--- src/rtl/keypad_scanner.sv ---
// 4x4 matrix keypad scanner: drives one column at a time, debounces a
// detected row, and reports each confirmed press once with its code.
module keypad_scanner #(
    parameter int SCAN_CYCLES    = 12_000,
    parameter int DEBOUNCE_SCANS = 20
) (
    input  logic       clk,
    input  logic       rst,
    input  logic [4:7] rows,
    output logic [0:3] cols,
    output logic [3:0] key_code,
    output logic [0:7] key_coord,
    output logic       key_valid,
    output logic       key_pressed
);

    localparam int DW_W = (SCAN_CYCLES > 1) ? $clog2(SCAN_CYCLES) : 1;
    localparam int DB_W = (DEBOUNCE_SCANS > 1) ? $clog2(DEBOUNCE_SCANS) : 1;
    localparam logic [DW_W-1:0] DWELL_LAST = DW_W'(SCAN_CYCLES - 1);
    localparam logic [DB_W-1:0] DB_LAST    = DB_W'(DEBOUNCE_SCANS - 1);

    typedef enum logic [1:0] {
        SCAN     = 2'd0,
        DEBOUNCE = 2'd1,
        HOLD     = 2'd2
    } state_t;

    state_t          state, state_n;
    logic [4:7]      rows_p0, rows_p1;
    logic [3:0]      row_vec;
    logic [DW_W-1:0] dwell_cnt;
    logic            dwell_end;
    logic [DB_W-1:0] deb_cnt, deb_n;
    logic [1:0]      col_idx, col_n, col_adv;
    logic [1:0]      cap_col, cap_col_n;
    logic [1:0]      cap_row, cap_row_n;
    logic [3:0]      code_n;
    logic [0:7]      coord_n;
    logic            valid_n;
    logic            pressed_n;

    // Lowest-numbered active row wins (row 4 has top priority).
    function automatic logic [1:0] low_row(input logic [3:0] r);
        logic [1:0] idx;
        idx = 2'd0;
        for (int i = 3; i >= 0; i--) begin
            if (r[i]) idx = 2'(i);
        end
        return idx;
    endfunction

    // Column index to one-hot drive pattern (column 0 is the leftmost bit).
    function automatic logic [0:3] col_onehot(input logic [1:0] c);
        logic [0:3] v;
        v    = '0;
        v[c] = 1'b1;
        return v;
    endfunction

    // {column one-hot, row one-hot} coordinate of a key.
    function automatic logic [0:7] coord_of(input logic [1:0] c, input logic [1:0] r);
        logic [0:7] v;
        v              = '0;
        v[{1'b0, c}]   = 1'b1;
        v[{1'b1, r}]   = 1'b1;
        return v;
    endfunction

    // --- stage p0/p1: two-flop synchronizer for the asynchronous row lines ---
    always_ff @(posedge clk) begin
        if (!rst) begin
            rows_p0 <= '0;
            rows_p1 <= '0;
        end else begin
            rows_p0 <= rows;
            rows_p1 <= rows_p0;
        end
    end

    // Row bit i of row_vec is synchronized row line 4+i.
    assign row_vec   = {rows_p1[7], rows_p1[6], rows_p1[5], rows_p1[4]};
    assign dwell_end = (dwell_cnt == DWELL_LAST);
    assign col_adv   = col_idx + 2'd1;

    // Free-running dwell counter; it keeps running in every FSM state.
    always_ff @(posedge clk) begin
        if (!rst) begin
            dwell_cnt <= '0;
        end else if (dwell_end) begin
            dwell_cnt <= '0;
        end else begin
            dwell_cnt <= dwell_cnt + 1'b1;
        end
    end

    // Next-state and output decisions, evaluated only at dwell ends.
    always_comb begin
        state_n   = state;
        col_n     = col_idx;
        cap_col_n = cap_col;
        cap_row_n = cap_row;
        deb_n     = deb_cnt;
        code_n    = key_code;
        coord_n   = key_coord;
        valid_n   = 1'b0;
        pressed_n = key_pressed;
        case (state)
            SCAN: begin
                if (dwell_end) begin
                    if (row_vec != 4'd0) begin
                        cap_col_n = col_idx;
                        cap_row_n = low_row(row_vec);
                        deb_n     = '0;
                        state_n   = DEBOUNCE;
                    end else begin
                        col_n = col_adv;
                    end
                end
            end
            DEBOUNCE: begin
                if (dwell_end) begin
                    if (row_vec[cap_row]) begin
                        if (deb_cnt == DB_LAST) begin
                            valid_n   = 1'b1;
                            code_n    = {cap_col, cap_row};
                            coord_n   = coord_of(cap_col, cap_row);
                            pressed_n = 1'b1;
                            deb_n     = '0;
                            state_n   = HOLD;
                        end else begin
                            deb_n = deb_cnt + 1'b1;
                        end
                    end else begin
                        col_n   = col_adv;
                        state_n = SCAN;
                    end
                end
            end
            HOLD: begin
                if (dwell_end) begin
                    if (!row_vec[cap_row]) begin
                        if (deb_cnt == DB_LAST) begin
                            pressed_n = 1'b0;
                            deb_n     = '0;
                            col_n     = col_adv;
                            state_n   = SCAN;
                        end else begin
                            deb_n = deb_cnt + 1'b1;
                        end
                    end else begin
                        deb_n = '0;
                    end
                end
            end
            default: begin
                state_n = SCAN;
            end
        endcase
    end

    // State register plus all registered outputs and captured key.
    always_ff @(posedge clk) begin
        if (!rst) begin
            state       <= SCAN;
            col_idx     <= 2'd0;
            cols        <= col_onehot(2'd0);
            cap_col     <= 2'd0;
            cap_row     <= 2'd0;
            deb_cnt     <= '0;
            key_code    <= 4'd0;
            key_coord   <= '0;
            key_valid   <= 1'b0;
            key_pressed <= 1'b0;
        end else begin
            state       <= state_n;
            col_idx     <= col_n;
            cols        <= col_onehot(col_n);
            cap_col     <= cap_col_n;
            cap_row     <= cap_row_n;
            deb_cnt     <= deb_n;
            key_code    <= code_n;
            key_coord   <= coord_n;
            key_valid   <= valid_n;
            key_pressed <= pressed_n;
        end
    end

endmodule
--- config.mk ---
export PLATFORM = sky130hd
export DESIGN_NAME = keypad_scanner
export DESIGN_NICKNAME = d
export VERILOG_FILES = /design/src/rtl/keypad_scanner.sv
export SDC_FILE = /design/constraint.sdc
export NUM_CORES = 1
export LEC_CHECK = 0
export CORE_MARGIN = 8
export CORE_UTILIZATION = 60
export DETAILED_ROUTE_END_ITERATION = 7
export PLACE_DENSITY = 0.84
export SYNTH_ARGS = -nofsm -noshare
export SYNTH_HDL_FRONTEND = slang
export SYNTH_SLANG_ARGS = --single-unit
--- constraint.sdc ---
create_clock -name clk -period 6.6 [get_ports clk]
set_input_delay 0.99 -clock clk [delete_from_list [all_inputs] [get_ports clk]]
set_output_delay 0.99 -clock clk [all_outputs]
set_load 0.03 [all_outputs]
After elaboration in Yosys (flattened, before gate mapping) --
Index checks and enable logic that the tools add are counted.
Storage, ports and cells: register bits after elaboration 53, input bits 6, word-level logic and storage cells 100
Operators by class: $add $sub $neg 3, order comparisons 7, equality and inequality tests 13, multiplexer cells 45, bitwise gates (word level) 5, reduce and logical (&&, ||, !) cells 14
Operators by type and width (count):
- $mux 2 | 19
- $mux 5 | 7
- $ne 2x2->1 const B | 8
- $pmux 5 s3 | 1
- $add 14x1->14 const B | 1
- $eq 14x14->1 const B | 1
- $reduce_and 7->1 | 2
- $pmux 2 s3 | 2
- $mux 1 | 11
- $ge 4x4->1 const B | 2
- $lt 4x1->1 const B | 2
- $or 8x8->8 | 1
- $reduce_and 4->1 | 2
- $demux 1 s3 | 2
- $reduce_and 6->1 | 1
- $add 5x1->5 const B | 1
- $eq 5x5->1 const B | 1
- $not 2->4 | 1
- $not 3->4 | 1
- $reduce_bool 4->1 | 1
- $ge 3x3->1 const B | 1
- $logic_and 1x1->1 | 3
- $lt 2x3->1 const B | 1
- $lt 3x1->1 const B | 1
- other kinds (14) | 14

Depth between registers and ports, before layout --
word-level depth 10, mapped depth 8, gate-level depth less buffers 8

Least setup slack after synthesis --
OpenSTA, ideal clock, no wires.
path kind register -> register, start point register dwell_cnt[5], end point register cols[0] in the netlist's numbering, library setup time 115 ps, data arrival time 2340 ps, required time 6485 ps, slack 4144 ps, stages on the path, launching flop included 6, buffers on the path 0, cell sequence dfxtp_1 or4b_1 or4_4 or4_4 a211o_1 and3_1
Between the ends: cells in the longest elaborated chain, start to end 8, elaborated cells between the ends (all ways) 11
RTL lines:
- from (decl) | RTL line 31 | logic [DW_W-1:0] dwell_cnt;
- from (signal assigned) | RTL line 92 | dwell_cnt <= dwell_cnt + 1'b1;
- $eq 14x14->1 (*) | RTL line 82 | assign dwell_end = (dwell_cnt == DWELL_LAST);
- $mux 2, on equally long branches | RTL line 140, 109, 121
- $pmux 2 s3 (*) | RTL line 107 | case (state)
- $not 2->3 (implied by the code) (*) | RTL line 56 | v[c] = 1'b1;
- $ge 3x3->1 (implied by the code) or $lt 3x1->1 (tied branches) | RTL line 56
- $logic_and 1x1->1 (implied by the code) | RTL line 56
- $mux 1 (implied by the code) | RTL line 56
- $demux 1 s2 (*) | RTL line 56
- to (signal assigned) | RTL line 166 | cols <= col_onehot(2'd0);
- to (signal assigned) | RTL line 177 | cols <= col_onehot(col_n);
- to (decl) | RTL line 10 | output logic [0:3] cols,
Mark *: on every way between the ends. The rest lies on a longest branch, timed or not. A chain may end at the register's enable or synchronous reset.

==> impl_metrics.tcl <==
set metrics [dict create \
    drc 0 \
    yosys.area.top_type_share_pct 44.9 \
    r2r_end "cap_row[0]$_SDFFE_PN0P_" \
    start_util_pct 60.8 \
    grt_antenna_before_repair 0 \
    drive_above_1_share_pct 6.14 \
    ios 24 \
    grt_pass1_vias 1723 \
    yosys_register_bits 53 \
    gr-total-overflow 0 \
    cts_resized 0 \
    fillers 320 \
    postSynth.asyncResetShare_pct 0 \
    htreeDepth 2 \
    rrSetupSlack_ns 3.90 \
    hp-class "flip-flop to flip-flop" \
    max_cap_violations 0 \
    grt_max_degree 25 \
    instances_no_fill 343 \
    startpoint_type "input pin" \
    p_leak_nw 0.972 \
    wirelength_mm 4.63 \
    grt_pass1_wl_mm 7.50 \
    cts.path.max_buffers 2 \
    port_buffers 23 \
    arrival_ns 3.02 \
    dp_hpwl_mm 3.32 \
    regToRegStartpoint "dwell_cnt[8]$_SDFF_PP0_" \
    syn-cell-area_um2 2360 \
    ant_nets 0 \
    setup_tns_ns 0 \
    rr_worst_depth 5 \
    die-height_um 78.7 \
    vias 1967 \
    drtIter0Drc 170 \
    outcome "finished, final reports clean" \
    synth_warnings 0 \
    worstPathMaxFanout 24 \
    skew_ns 0.00389 \
    synth-main-ff-cell "dfxtp_1" \
    hold_buffers 0 \
    cts_sinks 53 \
    p_total_w 0.000567 \
    ys_seq_area_share_pct 44.9 \
    maxSlewViolCount 0 \
    min_period_ns 2.80 \
    ys_types 45 \
    root_buffer "clkbuf_8" \
    preCtsSetupSlack_ns 3.50 \
    cp-startpoint "rst" \
    hold_violations 0 \
    worstMarginPinSlew_ns 1.02 \
    worstPathRequired_ns 6.83 \
    relSlewSlack_pct 31.3 \
    dieArea_um2 6200 \
    crit_end "deb_cnt[2]$_SDFFE_PN0P_" \
    synth_top_area_cell "dfxtp_1" \
    ir_worst_vdd_uv 144 \
    postCtsSetupBuffers 0 \
    synth_cells 272 \
    antenna_cells 0 \
    num-nets-final 305 \
    post-route-period-util_pct 42.4 \
    rsz0062_at_grt "false" \
    clkTransAtPathRegs_ns 0.09 \
    cts_buffers 5 \
    avgViaCountPerCell 5.73 \
    synth_edf_count 0 \
    cts_tree "yes" \
    holdPathStages 1 \
    fmax_mhz 357 \
    worst-setup-path-type "input pin to flip-flop" \
    worst_slack_ns 3.80 \
    synth_commonest_cells "53 x dfxtp_1, 33 x nand2_1, 25 x nor2_1" \
    p_per_area_nw_per_um2 208 \
    setup.worst_path.end_class "flip-flop" \
    grt_use_total_pct 14.5 \
    die_x_um 78.7 \
    place_inst 335 \
    drtPass1Iterations 4 \
    final_util_pct 70.3 \
    setup_viol 0 \
    core_area_um2 3880 \
    multi_input_area_um2 1220 \
    wl_per_cell_um 13.5 \
    gp_congestion 0.913 \
    synth.most_common_cell "dfxtp_1" \
    clk_latency_ns 0.30 \
    synth_area_per_cell_um2 8.68 \
    synth_nets 285 \
    synth.area.top_cells "dfxtp_1 45%, nand2_1 5.2%, a21oi_1 4.9%, nor2_1 4.0%, ha_1 3.7%" \
    register_area_um2 1060 \
    synthToLayoutAreaGrowth_pct 15.7 \
    rows 23 \
]
-- metrics by stage --
| step | hold WS (ns) | instance area, um^2 |
|---|---|---|
| floorplan | 0.412 | 2360 |
| global placement | 0.414 | 2620 |
| detailed placement | 0.419 | 2620 |
| CTS | 0.440 | 2730 |
| global route | 0.474 | 2730 |
| finish | 0.447 | 2730 |
-- cells by family after synthesis --
group | share of synthesized area, %
flops | 44.9
fa+ha+maj | 3.71
compound gates | 14.0
mux | 2.65
xor+xnor | 4.45
buf+inv | 3.18
simple gates | 27.1
-- area by class of cell --
class	count	share of cell area (%)
clock buffer	7	3.16
clock inverter	1	1.10
inverter	10	1.37
multi-input combinational	199	44.8
sequential	53	38.8
tap	50	2.29
timing repair buffer	23	8.42
-- cells in the final DEF, fill, tap and decap left out, types with 2 or more instances in the layout --
cell type	count
and3_1	4
a21o_1	3
xor2_1	7
or3_1	6
clkdlybuf4s50_1	23
nand3b_1	4
or4_4	2
dfxtp_1	53
nor3_1	5
mux2i_1	4
a211oi_1	2
ha_1	7
xnor2_1	5
nand2b_1	2
a21oi_1	23
nor4_1	3
o221a_2	2
or4_1	2
clkbuf_8	6
nand2_1	33
o21ai_0	8
nor2_1	25
inv_1	9
a22oi_1	3
o21a_1	2
nand4_1	4
o32ai_1	2
and2_1	8
nand3_1	16
or2_2	2
-- sequential cells by signal, indices dropped and copies added, names as in the netlist --
| name | flops |
|---|---|
| cap_row | 2 |
| rows_p0 | 4 |
| col_idx | 2 |
| key_coord | 8 |
| cols | 4 |
| key_pressed | 1 |
| deb_cnt | 5 |
| rows_p1 | 4 |
| cap_col | 2 |
| key_valid | 1 |
| key_code | 4 |
| state | 2 |
| dwell_cnt | 14 |
-- power by group --
part | internal [W] | total [W] | switching, W
sequential | 0.000323 | 0.000326 | 0.00000288
combinational | 0.00000812 | 0.0000186 | 0.0000105
clock | 0.000124 | 0.000223 | 0.0000990
-- how the worst min path moves through the flow --
stage / start / endpoint / slack [ns]
after floorplan: rows_p0[4]$_SDFF_PN0_ / rows_p1[4]$_SDFF_PN0_ / 0.41
after global placement: rows_p0[4]$_SDFF_PN0_ / rows_p1[4]$_SDFF_PN0_ / 0.41
after detailed placement: rows_p0[5]$_SDFF_PN0_ / rows_p1[5]$_SDFF_PN0_ / 0.42
after CTS: rows_p0[5]$_SDFF_PN0_ / rows_p1[5]$_SDFF_PN0_ / 0.44
after global routing: rows_p0[6]$_SDFF_PN0_ / rows_p1[6]$_SDFF_PN0_ / 0.47
final: rows_p0[7]$_SDFF_PN0_ / rows_p1[7]$_SDFF_PN0_ / 0.45
-- critical path: stages --
cell and delay, ns:
clkdlybuf4s50_1 0.93, inv_1 0.51, or3_1 0.43, o22ai_1 0.17
-- per-layer routing --
metal  share of wire, %  wire, um  track usage (%)
met4                1.4        67             5.74
met5                  0         0                0
met1                 47      2170             18.5
met3                6.3       291             3.16
met2                 45      2100             23.5
Note: power is estimated with default switching activity, not from simulation.
